**src/rtl/disp_pkg.sv**
```systemverilog
// ---------------------------------------------------------------------------
// | disp_pkg                                                                  |
// | Shared symbol codes, segment patterns and FSM encoding for the display    |
// | scan monitor.                                                             |
// | Rev 1.0 - initial release                                                 |
// ---------------------------------------------------------------------------
`default_nettype none

package disp_pkg;

  localparam int CODE_W = 5;

  localparam logic [CODE_W-1:0] SYM_BLANK = 5'd16;
  localparam logic [CODE_W-1:0] SYM_L     = 5'd17;
  localparam logic [CODE_W-1:0] SYM_M     = 5'd18;
  localparam logic [CODE_W-1:0] SYM_U     = 5'd19;
  localparam logic [CODE_W-1:0] SYM_BAD   = 5'd31;

  // Segment patterns, bit order GFEDCBA, active-high
  localparam logic [6:0] PAT_0     = 7'h3F;
  localparam logic [6:0] PAT_1     = 7'h06;
  localparam logic [6:0] PAT_2     = 7'h5B;
  localparam logic [6:0] PAT_3     = 7'h4F;
  localparam logic [6:0] PAT_4     = 7'h66;
  localparam logic [6:0] PAT_5     = 7'h6D;
  localparam logic [6:0] PAT_6     = 7'h7D;
  localparam logic [6:0] PAT_7     = 7'h07;
  localparam logic [6:0] PAT_8     = 7'h7F;
  localparam logic [6:0] PAT_9     = 7'h6F;
  localparam logic [6:0] PAT_A     = 7'h77;
  localparam logic [6:0] PAT_B     = 7'h7C;
  localparam logic [6:0] PAT_C     = 7'h39;
  localparam logic [6:0] PAT_D     = 7'h5E;
  localparam logic [6:0] PAT_E     = 7'h79;
  localparam logic [6:0] PAT_F     = 7'h71;
  localparam logic [6:0] PAT_BLANK = 7'h00;
  localparam logic [6:0] PAT_L     = 7'h38;
  localparam logic [6:0] PAT_M     = 7'h37;
  localparam logic [6:0] PAT_U     = 7'h3E;

  typedef enum logic [1:0] {
    ST_IDLE    = 2'd0,
    ST_SETTLE  = 2'd1,
    ST_CAPTURE = 2'd2,
    ST_HOLD    = 2'd3
  } state_t;

endpackage

`default_nettype wire

```
**src/rtl/disp_scan_monitor_if.sv**
```systemverilog
// ---------------------------------------------------------------------------
// | disp_scan_monitor_if                                                      |
// | Multiplexed 7-segment display bus: digit strobes and segment lines.       |
// | Rev 1.0 - initial release                                                 |
// ---------------------------------------------------------------------------
`default_nettype none

interface disp_scan_monitor_if;
  logic [3:0] seg_dig;
  logic [7:0] seg_lin;

  modport master (output seg_dig, output seg_lin);
  modport slave  (input  seg_dig, input  seg_lin);
endinterface

`default_nettype wire

```
**src/rtl/seg7_pattern_decode.sv**
```systemverilog
// ---------------------------------------------------------------------------
// | seg7_pattern_decode                                                       |
// | Maps an active-high GFEDCBA segment pattern back to its symbol code.      |
// | Rev 1.0 - initial release                                                 |
// ---------------------------------------------------------------------------
`default_nettype none

module seg7_pattern_decode
  import disp_pkg::*;
(
  input  wire logic [6:0]        i_seg,
  output logic      [CODE_W-1:0] o_code
);

  always_comb begin
    o_code = SYM_BAD;
    case (i_seg)
      PAT_0:     o_code = 5'd0;
      PAT_1:     o_code = 5'd1;
      PAT_2:     o_code = 5'd2;
      PAT_3:     o_code = 5'd3;
      PAT_4:     o_code = 5'd4;
      PAT_5:     o_code = 5'd5;
      PAT_6:     o_code = 5'd6;
      PAT_7:     o_code = 5'd7;
      PAT_8:     o_code = 5'd8;
      PAT_9:     o_code = 5'd9;
      PAT_A:     o_code = 5'd10;
      PAT_B:     o_code = 5'd11;
      PAT_C:     o_code = 5'd12;
      PAT_D:     o_code = 5'd13;
      PAT_E:     o_code = 5'd14;
      PAT_F:     o_code = 5'd15;
      PAT_BLANK: o_code = SYM_BLANK;
      PAT_L:     o_code = SYM_L;
      PAT_M:     o_code = SYM_M;
      PAT_U:     o_code = SYM_U;
      default:   o_code = SYM_BAD;
    endcase
  end

endmodule

`default_nettype wire

```
**src/rtl/disp_scan_monitor.sv**
```systemverilog
// ---------------------------------------------------------------------------
// | disp_scan_monitor                                                         |
// | Samples the 4-digit 7-segment scan bus, decodes settled digits into a     |
// | frame and flags strobe collisions, unknown patterns and stalls.           |
// | Rev 1.0 - initial release                                                 |
// ---------------------------------------------------------------------------
`default_nettype none

module disp_scan_monitor
  import disp_pkg::*;
#(
  parameter int SETTLE_CYC  = 8,
  parameter int TIMEOUT_CYC = 65535,
  parameter bit DIG_ACT_LOW = 1'b1,
  parameter bit SEG_ACT_LOW = 1'b1
) (
  input  wire logic              clk,
  input  wire logic              rst_n,
  disp_scan_monitor_if.slave     bus,
  output logic      [CODE_W-1:0] o_code0,
  output logic      [CODE_W-1:0] o_code1,
  output logic      [CODE_W-1:0] o_code2,
  output logic      [CODE_W-1:0] o_code3,
  output logic      [3:0]        o_dp,
  output logic                   o_frame_valid,
  output logic                   o_bad_sym,
  output logic                   o_multi_err,
  output logic                   o_stall
);

  localparam int c_SET_W  = (SETTLE_CYC < 2) ? 1 : $clog2(SETTLE_CYC + 1);
  localparam int c_IDLE_W = (TIMEOUT_CYC < 2) ? 1 : $clog2(TIMEOUT_CYC + 1);
  localparam logic [c_SET_W-1:0]  c_SETTLE  = c_SET_W'(SETTLE_CYC);
  localparam logic [c_IDLE_W-1:0] c_TIMEOUT = c_IDLE_W'(TIMEOUT_CYC);
  localparam logic [3:0] c_DIG_IDLE = DIG_ACT_LOW ? 4'hF : 4'h0;
  localparam logic [7:0] c_LIN_IDLE = SEG_ACT_LOW ? 8'hFF : 8'h00;

  logic [3:0]          r_dig_s1, r_dig_s2;
  logic [7:0]          r_lin_s1, r_lin_s2;
  logic [3:0]          w_dig;
  logic [7:0]          w_seg;
  logic                w_none, w_one, w_multi;
  logic [1:0]          w_idx;

  state_t              r_state, w_state_nx;
  logic [1:0]          r_k, w_k_nx;
  logic [7:0]          r_seg, w_seg_nx;
  logic [c_SET_W-1:0]  r_set_cnt, w_cnt_nx;
  logic                w_capture, w_start;

  logic [c_IDLE_W-1:0] r_idle_cnt, w_idle_nx;
  logic                w_timeout;
  logic [CODE_W-1:0]   w_code;
  logic [3:0]          r_mask, w_mask_nx;
  logic [CODE_W-1:0]   r_sh_code [4];
  logic [3:0]          r_sh_dp;
  logic [CODE_W-1:0]   r_code [4];
  logic [3:0]          r_dp;
  logic                r_fv, r_bad, r_multi, r_stall;

  // Synchronizers reset to the inactive bus level so reset never looks like a collision
  always_ff @(posedge clk or negedge rst_n) begin
    if (!rst_n) begin
      r_dig_s1 <= c_DIG_IDLE;
      r_dig_s2 <= c_DIG_IDLE;
      r_lin_s1 <= c_LIN_IDLE;
      r_lin_s2 <= c_LIN_IDLE;
    end else begin
      r_dig_s1 <= bus.seg_dig;
      r_dig_s2 <= r_dig_s1;
      r_lin_s1 <= bus.seg_lin;
      r_lin_s2 <= r_lin_s1;
    end
  end

  assign w_dig   = r_dig_s2 ^ c_DIG_IDLE;
  assign w_seg   = r_lin_s2 ^ c_LIN_IDLE;
  assign w_none  = (w_dig == 4'b0000);
  assign w_one   = !w_none && ((w_dig & (w_dig - 4'd1)) == 4'b0000);
  assign w_multi = !w_none && !w_one;

  always_comb begin
    w_idx = 2'd0;
    for (int i = 0; i < 4; i++) begin
      if (w_dig[i]) w_idx = 2'(i);
    end
  end

  always_comb begin
    w_idle_nx = '0;
    if (!w_one) w_idle_nx = (r_idle_cnt == c_TIMEOUT) ? r_idle_cnt : r_idle_cnt + 1'b1;
    w_timeout = !w_one && (w_idle_nx == c_TIMEOUT);
  end

  always_ff @(posedge clk or negedge rst_n) begin
    if (!rst_n) begin
      r_state   <= ST_IDLE;
      r_k       <= 2'd0;
      r_seg     <= 8'h00;
      r_set_cnt <= '0;
    end else begin
      r_state   <= w_state_nx;
      r_k       <= w_k_nx;
      r_seg     <= w_seg_nx;
      r_set_cnt <= w_cnt_nx;
    end
  end

  always_comb begin
    w_state_nx = r_state;
    w_k_nx     = r_k;
    w_seg_nx   = r_seg;
    w_cnt_nx   = r_set_cnt;
    w_capture  = 1'b0;
    w_start    = 1'b0;
    case (r_state)
      ST_IDLE: begin
        if (w_one) w_start = 1'b1;
      end
      ST_SETTLE: begin
        if (!w_one) begin
          w_state_nx = ST_IDLE;
          w_cnt_nx   = '0;
        end else if (w_idx != r_k || w_seg != r_seg) begin
          w_start = 1'b1;
        end else if (r_set_cnt + 1'b1 == c_SETTLE) begin
          w_state_nx = ST_CAPTURE;
          w_cnt_nx   = '0;
        end else begin
          w_cnt_nx = r_set_cnt + 1'b1;
        end
      end
      ST_CAPTURE: begin
        w_capture  = 1'b1;
        w_state_nx = ST_HOLD;
        w_cnt_nx   = '0;
      end
      ST_HOLD: begin
        if (!w_one)           w_state_nx = ST_IDLE;
        else if (w_idx != r_k) w_start   = 1'b1;
      end
      default: w_state_nx = ST_IDLE;
    endcase
    // A new digit (or a changed pattern) restarts settling with this sample as the first
    if (w_start) begin
      w_k_nx     = w_idx;
      w_seg_nx   = w_seg;
      w_cnt_nx   = c_SET_W'(1);
      w_state_nx = (SETTLE_CYC <= 1) ? ST_CAPTURE : ST_SETTLE;
    end
    if (w_timeout) begin
      w_state_nx = ST_IDLE;
      w_cnt_nx   = '0;
    end
  end

  seg7_pattern_decode u_dec (
    .i_seg  (r_seg[6:0]),
    .o_code (w_code)
  );

  // Completion clears the old mask before the same-cycle capture bit is merged in
  assign w_mask_nx = (((r_mask == 4'hF) || w_timeout) ? 4'b0000 : r_mask)
                   | (w_capture ? (4'b0001 << r_k) : 4'b0000);

  always_ff @(posedge clk or negedge rst_n) begin
    if (!rst_n) begin
      r_idle_cnt <= '0;
      r_mask     <= 4'b0000;
      r_sh_code  <= '{default: SYM_BLANK};
      r_sh_dp    <= 4'b0000;
      r_code     <= '{default: SYM_BLANK};
      r_dp       <= 4'b0000;
      r_fv       <= 1'b0;
      r_bad      <= 1'b0;
      r_multi    <= 1'b0;
      r_stall    <= 1'b0;
    end else begin
      r_idle_cnt <= w_idle_nx;
      r_mask     <= w_mask_nx;
      r_fv       <= (r_mask == 4'hF);
      if (r_mask == 4'hF) begin
        r_code <= r_sh_code;
        r_dp   <= r_sh_dp;
      end
      if (w_capture) begin
        r_sh_code[r_k] <= w_code;
        r_sh_dp[r_k]   <= r_seg[7];
        if (w_code == SYM_BAD) r_bad <= 1'b1;
      end
      if (w_multi) r_multi <= 1'b1;
      if (w_one)          r_stall <= 1'b0;
      else if (w_timeout) r_stall <= 1'b1;
    end
  end

  assign o_code0       = r_code[0];
  assign o_code1       = r_code[1];
  assign o_code2       = r_code[2];
  assign o_code3       = r_code[3];
  assign o_dp          = r_dp;
  assign o_frame_valid = r_fv;
  assign o_bad_sym     = r_bad;
  assign o_multi_err   = r_multi;
  assign o_stall       = r_stall;

endmodule

`default_nettype wire

```
**src/flat_wrapper.sv**
```systemverilog
// flat-port wrapper written by rule: the top's interface ports become plain ports
module disp_scan_monitor_flat import disp_pkg::*;
#(
  parameter int SETTLE_CYC  = 8,
  parameter int TIMEOUT_CYC = 65535,
  parameter bit DIG_ACT_LOW = 1'b1,
  parameter bit SEG_ACT_LOW = 1'b1
)
  (clk, rst_n, o_code0, o_code1, o_code2, o_code3, o_dp, o_frame_valid, o_bad_sym, o_multi_err, o_stall, bus_seg_dig, bus_seg_lin);
  disp_scan_monitor_if bus_i ();
  input  wire logic clk;
  input  wire logic rst_n;
  output logic      [CODE_W-1:0] o_code0;
  output logic      [CODE_W-1:0] o_code1;
  output logic      [CODE_W-1:0] o_code2;
  output logic      [CODE_W-1:0] o_code3;
  output logic      [3:0] o_dp;
  output logic o_frame_valid;
  output logic o_bad_sym;
  output logic o_multi_err;
  output logic o_stall;
  input wire logic [$bits(bus_i.seg_dig)-1:0] bus_seg_dig;
  input wire logic [$bits(bus_i.seg_lin)-1:0] bus_seg_lin;
  assign bus_i.seg_dig = bus_seg_dig;
  assign bus_i.seg_lin = bus_seg_lin;
  disp_scan_monitor #(.SETTLE_CYC(SETTLE_CYC), .TIMEOUT_CYC(TIMEOUT_CYC), .DIG_ACT_LOW(DIG_ACT_LOW), .SEG_ACT_LOW(SEG_ACT_LOW)) u_core (.clk(clk), .rst_n(rst_n), .bus(bus_i), .o_code0(o_code0), .o_code1(o_code1), .o_code2(o_code2), .o_code3(o_code3), .o_dp(o_dp), .o_frame_valid(o_frame_valid), .o_bad_sym(o_bad_sym), .o_multi_err(o_multi_err), .o_stall(o_stall));
endmodule
```
**config.mk**
```make
export PLATFORM = sky130hd
export DESIGN_NAME = disp_scan_monitor_flat
export DESIGN_NICKNAME = d
export VERILOG_FILES = /design/src/rtl/disp_pkg.sv /design/src/rtl/disp_scan_monitor_if.sv /design/src/rtl/seg7_pattern_decode.sv /design/src/rtl/disp_scan_monitor.sv /design/src/flat_wrapper.sv
export SDC_FILE = /design/constraint.sdc
export NUM_CORES = 1
export LEC_CHECK = 0
export BUFFER_PORTS_ARGS = -buffer_cell sky130_fd_sc_hd__buf_2
export CAP_MARGIN = 0
export CORE_ASPECT_RATIO = 0.6
export CORE_UTILIZATION = 40
export CTS_BUF_LIST = sky130_fd_sc_hd__clkbuf_2
export DETAILED_ROUTE_END_ITERATION = 12
export GPL_TIMING_DRIVEN = 0
export PLACE_DENSITY = 0.58
export SLEW_MARGIN = 10
export SYNTH_ARGS = -nofsm -noshare
export SYNTH_HDL_FRONTEND = slang
export SYNTH_SLANG_ARGS = --single-unit
```
**constraint.sdc**
```tcl
create_clock -name clk -period 7 [get_ports clk]
set_clock_uncertainty 0.15 [all_clocks]
set_input_delay 0.35 -clock clk [delete_from_list [all_inputs] [get_ports clk]]
set_output_delay 0.35 -clock clk [all_outputs]
set_load 0.05 [all_outputs]
```
==> reports/results.ini, run 1 <==
[status]
outcome = finished clean

[grt]
grt_remaining_overflow = 0
grt_pass1_wl_microns = 19290
antenna_found_initial = 0
grt_max_degree = 93
grt_pass1_vias = 3721
grt_usage_pct = 18.10

[routing]
num_vias = 4156
wl_microns = 11650
routedWlPerCell_microns = 14.88
drtIter0Drc = 338
postRouteAntennaNets = 0
via_per_inst = 5.308
first_pass_iters = 5
drc = 0

[sta]
setup_ws_ps = 3504
hold_viol = 0
worst_pin_slew_ps = 919.1
finalMaxSlewViolations = 0
grt_setup_unrepaired = false
fmax_ghz = 0.2860
fin_crit_sh_pct = 49.95
finalSetupViolCount = 0
fin_setup_tns_ps = 0
min_period_ps = 3497
slew_headroom_pct = 38.53

[pwr]
power.density_nw_per_um2 = 369.7
p_seq_share_pct = 44.0
swShare_pct = 44.73
p_comb_share_pct = 42.3
intPower_mw = 1.235
p_clk_share_pct = 13.8
ir_drop_v = 0.0001174
power_mw = 2.235
p_leak_nw = 2.704
p_sw_uw = 999.7

[clock_network]
post_cts_buffers = 0
clk_latency_ps = 600
clock_path_buffers = 2
cts_tree = done
clock-sinks = 112
cts_made_buffers = 9
path_clk_slew_ps = 310
cts.htree.levels = 3
root_buffer = clkbuf_2

[logic_synthesis]
async_flop_share_pct = 100.0
ys_ff_latch = 112
yosysTopAreaCell = dfrtp_1
syn_avg_cell_area_sq_um = 9.850
synth_cell_type_count = 75
ys_top_cells_by_area = dfrtp_1, dfstp_2, nand2_1
synth.net_count = 561
yosysWarnings = 0
netlist_area_sq_um = 5329
synth.top_cell.area_share_pct = 37.57
synth_edf_count = 0
syn_inst = 541
synthFlopType = dfrtp_1
synth-seq-area-share_pct = 53.35

[place]
placed_cell_area_sq_um = 5781
port_buffers = 41
gp_congestion = 0.8681
dp_hpwl_microns = 8411
pre_cts_ws_ps = 3597

[critical_path]
worstPathArrival_ps = 3870
crit_fanout = 8
r2r-start = u_core.r_idle_cnt[0]
cp-endpoint = u_core.r_state[0]
worstReg2RegEnd = u_core.r_state[0]
critPathLaunch = u_core.r_idle_cnt[0]
critPathCaptureType = flop
reg2reg_depth = 8
crit_path_start_kind = flop
crit_required_ps = 7380
r2r_slack_ps = 3500
path_class = flop to flop

[floorplanning]
initial_core_util_pct = 41.21
fp.dieH_microns = 91.41
core-area_sq_um = 12930
rows = 32
io_pins = 42
fp.dieW_microns = 151.0
die_area_sq_um = 13800

[final_layout]
layout-drive-gt1-share_pct = 20.55
antenna_cells = 0
final_common_cell = nand2_1
nNetsFinal = 628
area_growth_pct = 13.43
stdcell_area_sq_um = 6045
final_cell_mix = nand2_1, dfrtp_1, buf_2, o21ai_0, dfstp_2
num-fill-cells = 1249

[worst_hold_path]
hp-class = primary input to async pin

[flow_run]
maxCapViolations = 0

==> cell type report <==
cell class	instances	area [sq um]	share of cell area, %
plain buffers	31	140.1	2.318
clock buffers	9	45.04	0.7452
clock inverters	7	78.83	1.304
inverters	16	60.06	0.9936
multi-input cells	382	2286	37.82
flip-flops and latches	112	2843	47.03
well taps	170	212.7	3.519
repair buffers	56	379.1	6.272
==> power by group through the flow <==
stage                     sequential [mW]  clock, mW  combinational (mW)
after floorplan                      1.15          0               0.527
after global placement              0.986          0               0.913
after detailed placement            0.994          0               0.930
after CTS                           0.981      0.327               0.939
after global routing                 1.01      0.347                1.04
final                               0.983      0.308               0.945
==> worst min-delay path by stage <==
stage | to | cells past startpoint
final | u_core.r_sh_code[12] | 3
after global placement | u_core.r_lin_s2[0] | 0
after floorplan | u_core.o_bad_sym | 0
after CTS | u_core.r_sh_code[12] | 3
after detailed placement | u_core.o_code2[1] | 1
after global routing | u_core.r_sh_code[12] | 3
==> synthesized netlist by cell type (all sizes together), types with 2 or more instances <==
library cell	number
ha	6
a31o	5
nor2b	4
a31oi	7
mux2	5
nand2	125
or2	4
or4	5
and4	3
and2	4
nand3b	2
a2111oi	2
o32ai	2
o2111a	3
o2bb2ai	2
nor3	9
o21ai	33
nor4	7
nand4	12
a21boi	2
nor2	28
nand3	14
o21a	2
clkbuf	23
dfrtp	80
a21oi	22
nand4b	3
a211o	2
a21o	2
nand2b	2
mux2i	4
and3	4
a311oi	3
inv	16
buf	8
xor2	11
o31ai	4
a32oi	2
o211ai	6
nor3b	3
or3	5
o22ai	2
a211oi	4
xnor2	7
dfstp	32
==> kinds of logic after synthesis <==
| group | after synthesis | share of synthesized area (%) |
|---|---|---|
| and+or+nand+nor | 237 | 22.14 |
| AOI/OAI and AO/OA | 112 | 14.23 |
| DFF | 112 | 53.35 |
| buffers and inverters | 47 | 3.756 |
| xor gates and xnor gates | 18 | 3.311 |
| muxes | 9 | 1.808 |
| adders and majority gates | 6 | 1.409 |
==> critical path: stages (launching register included) <==
cell and delay, ps:
dfrtp_1 570, ha_1 310, nand4_2 260, nor4_4 550, o31ai_1 150, a211o_1 320, nor4_1 780, or2_2 250
o2bb2ai_1 70
==> through the flow <==
step / cells / util [%] / hold slack, ps
2_1_floorplan: 541 / - / -95.59
6_report: 783 / 46.74 / 98.47
3_3_place_gp: 752 / 44.44 / 195.8
3_5_place_dp: 753 / 44.70 / 64.33
5_1_grt: 783 / 46.74 / 63.22
4_1_cts: 783 / 46.74 / 69.60
==> registers in the layout, summed over array words and instances, names as in the netlist, 5 cells and up <==
| signal | flops |
|---|---|
| u_core.r_sh_code | 20 |
| u_core.r_idle_cnt | 16 |
| u_core.r_lin_s1 | 8 |
| u_core.r_lin_s2 | 8 |
| u_core.r_seg | 8 |
| u_core.o_code0 | 5 |
| u_core.o_code1 | 5 |
| u_core.o_code2 | 5 |
| u_core.o_code3 | 5 |
==> layer usage <==
metal	up-vias	track usage, %	share of wire [%]	wire, microns
met4	0	4.250	1.0	119
met2	138	23.70	39	4561
li1	2039	-	-	-
met1	1967	29.30	54	6274
met3	12	4.020	6.0	694
met5	-	0	0	0
==> timing repair <==
action,CTS,global route
setup endpoints to repair,0,0
gates resized for setup,0,0
hold buffers,14,0
hold endpoints to repair,92,0
(Power assumes the default switching activity.)
==> run 2, diff against run 1 <==
Clock period 7 ns to 3.6 ns, I/O delays scaled along.
==> run 2 against run 1 <==
Net effect:
- register-to-register slack lost 3300 ps
- cell area grew 2.3%
- global-route usage up 0.12 points
- count of clock-buffer cells in the layout unchanged
- sequential share of layout area decreased by 1.0 points
- final cell count rose by 1.7%
- first-iteration DRC count grew 2.7%
- combinational power is 96% higher
- total power increased by 95%
- worst setup slack lost 3300 ps
- flip-flop and latch count stayed put
- critical endpoint is now u_core.r_set_cnt[1]
- largest cell class unchanged
- largest power group unchanged
- highest routed layer unchanged
==> reports/results.ini, run 2 (synthesis results as in run 1) <==
[floorplanning]
io_pins = 42  ; unchanged
die_area_sq_um = 13800  ; unchanged
core-area_sq_um = 12930  ; unchanged
initial_core_util_pct = 41.21  ; unchanged
fp.dieH_microns = 91.41  ; unchanged
fp.dieW_microns = 151.0  ; unchanged
rows = 32  ; unchanged

[sta]
fin_setup_tns_ps = 0  ; unchanged
grt_setup_unrepaired = false  ; unchanged
setup_ws_ps = 189.3  ; was 3504 ps
min_period_ps = 3411  ; was 3497 ps
finalMaxSlewViolations = 0  ; unchanged
fmax_ghz = 0.2932  ; was 0.2860 GHz
finalSetupViolCount = 0  ; unchanged
hold_viol = 0  ; unchanged
slew_headroom_pct = 39.41  ; was 38.53%
worst_pin_slew_ps = 905.9  ; was 919.1 ps
fin_crit_sh_pct = 94.74  ; was 49.95%

[clock_network]
path_clk_slew_ps = 300  ; was 310 ps
cts_tree = done  ; unchanged
root_buffer = clkbuf_2  ; unchanged
cts_made_buffers = 9  ; unchanged
clk_latency_ps = 600  ; about the same
post_cts_buffers = 0  ; unchanged
cts.htree.levels = 3  ; unchanged
clock-sinks = 112  ; unchanged
clock_path_buffers = 2  ; unchanged

[final_layout]
largest_reg_flops = 20  ; unchanged
multi_input_area_sq_um = 2292  ; was 2286 sq um
antenna_cells = 0  ; unchanged
layout-drive-gt1-share_pct = 20.29  ; was 20.55%
top_regs = u_core.r_sh_code x20, u_core.r_idle_cnt x16  ; unchanged
final-seq-area_sq_um = 2843  ; unchanged
final_common_cell = nand2_1  ; unchanged
area_growth_pct = 15.99  ; was 13.43%
nNetsFinal = 641  ; was 628
num-fill-cells = 1242  ; was 1249
instances_no_fill = 796  ; was 783
largest-register = u_core.r_sh_code  ; unchanged
final_cell_mix = nand2_1, dfrtp_1, buf_2, o21ai_0, dfstp_2  ; unchanged

[grt]
grt_usage_pct = 18.22  ; was 18.10%
grt_pass1_vias = 3783  ; was 3721
grt_pass1_wl_microns = 19440  ; was 19290 microns
antenna_found_initial = 0  ; unchanged
grt_remaining_overflow = 0  ; unchanged
grt_max_degree = 93  ; unchanged

[status]
outcome = finished clean  ; unchanged

[pwr]
p_comb_share_pct = 42.4  ; was 42.3%
swShare_pct = 44.58  ; was 44.73%
p_clk_share_pct = 13.6  ; was 13.8%
intPower_mw = 2.411  ; was 1.235 mW
p_leak_nw = 2.759  ; was 2.704 nW
ir_drop_v = 0.0002260  ; was 0.0001174 V
power_mw = 4.350  ; was 2.235 mW
p_seq_share_pct = 44.0  ; about the same
p_sw_mw = 1.939  ; was 999.7 uW
power.density_nw_per_um2 = 703.8  ; was 369.7 nW/um^2

[critical_path]
path_class = flop to flop  ; unchanged
worstPathArrival_ps = 3800  ; was 3870 ps
crit_fanout = 8  ; unchanged
r2r_slack_ps = 190  ; was 3500 ps
crit_path_start_kind = flop  ; unchanged
critPathCaptureType = flop  ; unchanged
crit_required_ps = 3990  ; was 7380 ps
reg2reg_depth = 9  ; was 8

[routing]
routedWlPerCell_microns = 14.76  ; was 14.88 microns
postRouteAntennaNets = 0  ; unchanged
drc = 0  ; unchanged
num_vias = 4197  ; was 4156
first_pass_iters = 5  ; unchanged
drtIter0Drc = 347  ; was 338
wl_microns = 11750  ; was 11650 microns
via_per_inst = 5.273  ; was 5.308

[worst_hold_path]
hold_depth = 0
hp-class = flop to flop  ; was primary input to async pin

[flow_run]
maxCapViolations = 0  ; unchanged

[place]
dp_hpwl_microns = 8411  ; unchanged
dpl.cell_count = 753  ; unchanged
gp_congestion = 0.8681  ; unchanged
pre_cts_ws_ps = 197.1  ; was 3597 ps
port_buffers = 41  ; unchanged

[run 2: cell count changes in the layout (fill, tap and decap cells not counted)]
cell,change
dlygate4sd3_1,+13
nor4_1,-1
nor4_2,+1
[run 2: what timing repair did]
| item | CTS | global route |
|---|---|---|
| setup endpoints to repair | 0 | 6 |
| hold buffers | 27 | 0 |
| hold endpoints to repair | 124 | 0 |
| gates resized for setup | 0 | 1 |
[run 2: path summary, 6_finish.rpt]
| check | startpoint | endpoint |
|---|---|---|
| setup / recovery | u_core.r_idle_cnt[0] | u_core.r_set_cnt[1] |
| hold / removal | u_core.r_lin_s1[6] | u_core.r_lin_s2[6] |
| setup reg to reg | u_core.r_idle_cnt[0] | u_core.r_set_cnt[1] |
| hold reg to reg | u_core.r_lin_s1[6] | u_core.r_lin_s2[6] |
| max in group asynchronous | rst_n | u_core.r_idle_cnt[13] |
| min in group asynchronous | rst_n | u_core.r_sh_code[12] |
[run 2: power groups by stage]
stage               registers (mW)  logic [mW]  clock network (mW)
floorplan                     2.24        1.02                   0
global placement              1.92        1.78                   0
detailed placement            1.93        1.81                   0
CTS                           1.91        1.84               0.635
global route                  1.96        2.04               0.676
finish                        1.91        1.85               0.592
[run 2: area by class of cell]
| type | instances | area share [%] |
|---|---|---|
| timing repair buffer | 69 | 8.239 |
| multi-input combinational | 382 | 37.09 |
| inverter | 16 | 0.9717 |
| clock inverter | 7 | 1.275 |
| clock buffer | 9 | 0.7287 |
| sequential | 112 | 45.99 |
| tap | 170 | 3.441 |
| buffer | 31 | 2.267 |
[run 2: routing by layer]
metal	share of wire, %	vias up	GRT usage, %
met5	0	-	0
met4	1.1	0	4.250
met3	5.3	12	4.020
met2	40	114	24.20
met1	54	2006	29.23
li1	-	2065	-
[run 2: per-stage QoR]
step                      cell area, sq um  hold WS [ps]  utilization (%)
after floorplan                       5329        -265.6                -
after global placement                5747         134.4            44.44
after detailed placement              5781        -105.7            44.70
after CTS                             6175         226.6            47.75
after global routing                  6181         226.1            47.79
final                                 6181         225.8            47.79
[run 2: worst max-delay path: stages (launching register included)]
cell,delay (ps)
dfrtp_1,560
ha_1,310
and4_2,300
a21oi_1,70
or3_1,370
or4_1,580
or4_4,440
buf_6,160
a21boi_2,190
mux2i_1,200
